===== src/rtl/updown_counter_par.sv =====
// Up/down modulo counter with a runtime bound, synchronous load/clear, and wrap pulses plus sticky flags.
// Latency: count, tc_up/tc_dn and ovf/udf are all registered one edge after their cause.
// Backpressure: none; a new operation is accepted on every edge. Define UPDOWN_COUNTER_SATURATE_EN for saturate mode.
module updown_counter_par #(
    parameter int WIDTH  = 32,
    parameter int STEP_W = 4
) (
    input  logic              clk,
    input  logic              reset_n,
    input  logic [1:0]        up_down,
    input  logic              en,
    input  logic [STEP_W-1:0] step,
    input  logic [WIDTH-1:0]  max_val,
    input  logic              load,
    input  logic [WIDTH-1:0]  load_val,
    input  logic              sat_mode,
    input  logic              sticky_clr,
    output logic [WIDTH-1:0]  count,
    output logic              tc_up,
    output logic              tc_dn,
    output logic              ovf,
    output logic              udf
);

    localparam logic [WIDTH:0] ONE_X = 1;

    logic [WIDTH-1:0] r_count;
    logic             r_tc_up;
    logic             r_tc_dn;
    logic             r_ovf;
    logic             r_udf;

    logic [WIDTH:0]   w_max_x;
    logic [WIDTH:0]   w_cnt_x;
    logic [WIDTH:0]   w_step_x;
    logic [WIDTH:0]   w_mod;
    logic [WIDTH:0]   w_up_sum;
    logic [WIDTH:0]   w_up_wrap;
    logic [WIDTH:0]   w_dn_wrap;
    logic [WIDTH-1:0] w_nxt;
    logic             w_tc_up;
    logic             w_tc_dn;
    logic             w_sat;

`ifdef UPDOWN_COUNTER_SATURATE_EN
    assign w_sat = sat_mode;
`else
    logic w_unused_sat;
    assign w_unused_sat = sat_mode;
    assign w_sat        = 1'b0;
`endif

    // One extra bit keeps modulus 2^WIDTH exact when max_val is all ones.
    assign w_max_x   = {1'b0, max_val};
    assign w_cnt_x   = {1'b0, r_count};
    assign w_step_x  = {{(WIDTH + 1 - STEP_W){1'b0}}, step};
    assign w_mod     = w_max_x + ONE_X;
    assign w_up_sum  = w_cnt_x + w_step_x;
    assign w_up_wrap = w_up_sum - w_mod;
    assign w_dn_wrap = w_cnt_x + w_mod - w_step_x;

    always_comb begin
        w_nxt   = r_count;
        w_tc_up = 1'b0;
        w_tc_dn = 1'b0;
        if (load) begin
            w_nxt = (load_val > max_val) ? max_val : load_val;
        end else if (up_down == 2'b11) begin
            w_nxt = '0;
        end else if (en && (step != '0)) begin
            if (up_down == 2'b01) begin
                if (w_up_sum <= w_max_x) begin
                    w_nxt = w_up_sum[WIDTH-1:0];
                end else begin
                    w_tc_up = 1'b1;
                    if (w_sat)
                        w_nxt = max_val;
                    else if (w_up_wrap > w_max_x)
                        w_nxt = '0;
                    else
                        w_nxt = w_up_wrap[WIDTH-1:0];
                end
            end else if (up_down == 2'b10) begin
                if (w_step_x <= w_cnt_x) begin
                    w_nxt = r_count - step;
                end else begin
                    // A step larger than count+modulus wraps the extended sum past max_val, landing on max_val.
                    w_tc_dn = 1'b1;
                    if (w_sat)
                        w_nxt = '0;
                    else if (w_dn_wrap > w_max_x)
                        w_nxt = max_val;
                    else
                        w_nxt = w_dn_wrap[WIDTH-1:0];
                end
            end
        end
    end

    always_ff @(posedge clk or negedge reset_n) begin
        if (!reset_n) begin
            r_count <= '0;
            r_tc_up <= 1'b0;
            r_tc_dn <= 1'b0;
            r_ovf   <= 1'b0;
            r_udf   <= 1'b0;
        end else begin
            r_count <= w_nxt;
            r_tc_up <= w_tc_up;
            r_tc_dn <= w_tc_dn;
            r_ovf   <= w_tc_up | (r_ovf & ~sticky_clr);
            r_udf   <= w_tc_dn | (r_udf & ~sticky_clr);
        end
    end

    assign count = r_count;
    assign tc_up = r_tc_up;
    assign tc_dn = r_tc_dn;
    assign ovf   = r_ovf;
    assign udf   = r_udf;

endmodule


===== config.mk =====
export PLATFORM = sky130hd
export DESIGN_NAME = updown_counter_par
export DESIGN_NICKNAME = d
export VERILOG_FILES = /design/src/rtl/updown_counter_par.sv
export SDC_FILE = /design/constraint.sdc
export NUM_CORES = 1
export LEC_CHECK = 0
export CAP_MARGIN = 25
export CELL_PAD_IN_SITES_DETAIL_PLACEMENT = 0
export CELL_PAD_IN_SITES_GLOBAL_PLACEMENT = 1
export CORE_MARGIN = 10
export CORE_UTILIZATION = 40
export CTS_CLUSTER_SIZE = 14
export DETAILED_ROUTE_END_ITERATION = 6
export GPL_TIMING_DRIVEN = 0
export HOLD_SLACK_MARGIN = 0.12
export PLACE_DENSITY_LB_ADDON = 0.1
export SYNTH_ARGS = -nofsm -noshare
export SYNTH_HDL_FRONTEND = slang
export SYNTH_SLANG_ARGS = --single-unit

===== constraint.sdc =====
create_clock -name clk -period 6.2 [get_ports clk]
set_input_delay 1.24 -clock clk [delete_from_list [all_inputs] [get_ports clk]]
set_output_delay 1.24 -clock clk [all_outputs]
set_load 0.01 [all_outputs]

==> impl_metrics.toml, run 1 <==
[sta]
worst_slew_margin_rel = 0.259
finalSetupViolations = 32
timing_worst_slew_pin_value_ps = 1110
layout_setup_ws_ps = -853
achievable-frequency_mhz = 142
final.setup_skew_ps = 11.8
final_hold_viol_count = 0
unrepaired_setup_endpoints_after_global_routing = "yes"
final.period_utilization = 1.14
timing.final.crit_period_ps = 7050
timing_max_transition_violations_final = 0

[clock_tree]
ctsHoldBuffers = 0
cts.reportedPaths.clkPinSlew_ps = 80
tritoncts_clock_tree = "yes"
cts.path.max_buffers = 2
cts_made_buffers = 5
cts_htree_levels = 2
clk_root_buffer_cell = "clkbuf_16"
insertion_delay_ps = 310
cts.sink_count = 36

[placed_design]
postPlaceCellArea_mm2 = 0.0139
hpwlAfterDp_um = 47800
numPlacedInstances = 2094
finalWeightedCongestion = 1.01
numPortBuffers = 107

[grt]
track_usage = 0.323
global_route.overflow_total = 0
grt_start_max_net_pins = 26
grt_antenna_before_repair = 0
grt_pass1_vias = 13800
grt_first_pass_wirelength_um = 89700

[setup_path]
cp-end-kind = "flip-flop"
regToRegEndpoint = "count[28]$_DFFE_PN0P_"
timing.critical_path.mode_cell = "buf_4"
cp-start-kind = "input port"
critical_path.reg2reg.startpoint = "count[5]$_DFFE_PN0P_"
rr_worst_depth = 27
longest_individual_stage_delay_on_the_worst_path_ps = 410
critPathMaxFanout = 7
timing_worst_setup_path_type = "in -> reg"
crit_arrival_ps = 7250
rrSetupSlack_ps = -590
crit_slowest_cell = "or3_4"
crit_start = "max_val[4]"
worstPathRequired_ps = 6390

[yosys]
yosysUniqueCellTypes = 88
synth_enable_flop_cells = 0
synth_area_leaders = "ha_1, xnor2_1, dfrtp_1"
netlist.area_leader.share = 0.245
synth.net_count = 1911
postSynthCellCount = 1594
yosys.area.top_type = "ha_1"
synthesis.yosys.warnings = 0
postSynth.asyncResetShare = 1.00
dominantRegCellSynth = "dfrtp_1"
netlist_area_mm2 = 0.0120
synth.ff_latch_count = 36
seq_area_frac_synth = 0.0753
syn_avg_cell_area_um2 = 7.50

[floorplanning]
floorplan.die_area_mm2 = 0.0372
ios = 112
die_y_um = 193
initial_utilization = 0.405
die_w_um = 193
num_rows = 63
placeableCoreArea_mm2 = 0.0296

[layout]
post_layout_nonfiller_instances = 2272
mostFrequentLayoutCell = "ha_1"
final_layout_size_suffix_gt1_frac = 0.305
mostFrequentLayoutCells = "ha_1, buf_4, inv_1"
final_net_count = 2197
layout.core_utilization = 0.596
area_growth_pct = 47.4
postLayoutCellArea_mm2 = 0.0176

[hold_path]
min_delay_path_depth = 1
hold-path-endpoint = "udf$_DFF_PN0_"
timing.hold.worst.class = "reg -> reg"
worstHoldStart = "udf$_DFF_PN0_"

[power]
switching_power_as_a_share_of_total_power = 0.527
net_switching_power_figure_mw = 3.30
totalPowerFinal_mw = 6.26
power_report.internal_total_mw = 2.96
power.share.combinational = 0.888
vdd_ir_drop_max_v = 0.000189
pwr_density_cell_mw_per_mm2 = 355
pwr-share-clk = 0.053
lkg_pwr_nw = 7.80
sequential_share_of_power = 0.060

[routing]
dr.pass1.iters = 6
wl_per_cell_um = 27.5
drc = 0
vias_per_cell = 6.34
detailedRoute.firstIterationViolations = 1626
ant_nets = 0
routed_wl_um = 62500
total_via_count_after_detailed_routing = 14400

[status]
status = "complete, but fails checks"
violated_checks = "negative setup slack"

[run]
drv_cap = 0
[final cells by class]
cell class	count	area [um2]
inverter	159	626
timing repair buffer	289	2700
antenna	1	2.50
tap	390	488
sequential	36	901
fill	2726	11900
multi-input combinational	1339	12400
clock inverter	2	35.0
buffer	50	339
clock buffer	6	129
[layer usage]
metal	track usage	vias up	wire, um
li1	-	6506	-
met3	0.0629	160	5660
met5	0	-	0
met1	0.430	7001	26700
met2	0.503	743	27400
met4	0.131	0	2800
[kinds of logic (layout without fill, tap and decap cells)]
kind of cell / after synthesis / after routing / synth area share
compound gates: 472 / 472 / 0.265
xor+xnor: 136 / 136 / 0.0996
fa+ha+maj: 241 / 241 / 0.257
buf+inv: 219 / 506 / 0.0722
flops: 36 / 36 / 0.0753
mux: 33 / 33 / 0.0302
other cells: 0 / 1 / 0
simple gates: 457 / 457 / 0.201
[cell usage after synthesis (6+ instances only)]
cell	n
nand3_1	55
nor3_1	28
o211ai_1	9
dfrtp_1	36
fa_1	7
o22ai_1	7
nor2b_1	13
a211o_1	6
a22o_1	6
mux2i_1	8
a211oi_1	25
a31oi_1	10
and4_1	8
nor2_1	103
buf_2	17
o31ai_1	19
o221ai_1	12
nand2b_1	7
o21a_1	10
nand2_1	105
a22oi_1	16
nor4_1	17
o21ai_0	78
a221oi_1	13
o311a_1	7
and3_1	27
a21oi_1	123
o21bai_1	8
xnor2_1	123
a21o_1	57
or3_1	8
mux2_2	25
xor2_1	13
a221o_1	8
or2_2	7
ha_1	234
inv_1	159
and2_1	11
clkbuf_1	36
nand4_1	39
[worst max path at each step]
stage,slack [ps],depth (start not counted),to
after floorplan,-360,29,count[27]$_DFFE_PN0P_
after global placement,-3490,27,count[13]$_DFFE_PN0P_
after detailed placement,-3350,27,count[5]$_DFFE_PN0P_
after CTS,-740,29,count[16]$_DFFE_PN0P_
after global routing,-1060,29,count[16]$_DFFE_PN0P_
final,-850,31,count[7]$_DFFE_PN0P_
[through the flow]
stage          TNS [ps]  hold WS (ps)  worst slack, ps
4_1_cts          -21320           489             -740
2_1_floorplan     -5390           518             -363
5_1_grt          -31150           514            -1060
3_5_place_dp     -92120           474            -3350
3_3_place_gp     -93070           461            -3490
6_report         -24750           484             -853
[timing repair]
action	in CTS	in global routing
resized for setup	333	173
setup endpoints to repair	33	32
buffers inserted	120	54
cloned	1	1
pin swaps	123	121
[power groups by stage]
| stage | Combinational (mW) | Sequential (mW) | Clock [mW] |
|---|---|---|---|
| after CTS | 4.92 | 0.369 | 0.320 |
| after global placement | 3.93 | 0.367 | 0 |
| after global routing | 5.88 | 0.377 | 0.328 |
| final | 5.56 | 0.375 | 0.330 |
| after floorplan | 2.65 | 0.355 | 0 |
| after detailed placement | 3.95 | 0.366 | 0 |
[state kept, by name, indices dropped and copies added, names as in the netlist]
name	flops
tc_dn	1
count	32
ovf	1
tc_up	1
udf	1
[critical path: cells and delay by family]
family / cells / cell delay [ps]
AO/OA/AOI/OAI: 7 / 1560
AND/OR/NAND/NOR: 10 / 1930
XOR/XNOR: 2 / 350
adder cells (fa/ha/maj): 3 / 860
buffers and inverters: 9 / 1270
Power figures use the tool's default switching activity.
==> inputs of run 2 (changes only) <==
ABC_AREA = 0   (was default)
==> results of run 2 <==
Same layout as run 1: the final DEF is identical, and so are final timing and power.
==> inputs of run 3 (changes only) <==
ABC_AREA = default   (was 0)
CTS_CLUSTER_DIAMETER = 30   (was default)
==> results of run 3 <==
Same layout as run 1: the final DEF is identical, and so are final timing and power.
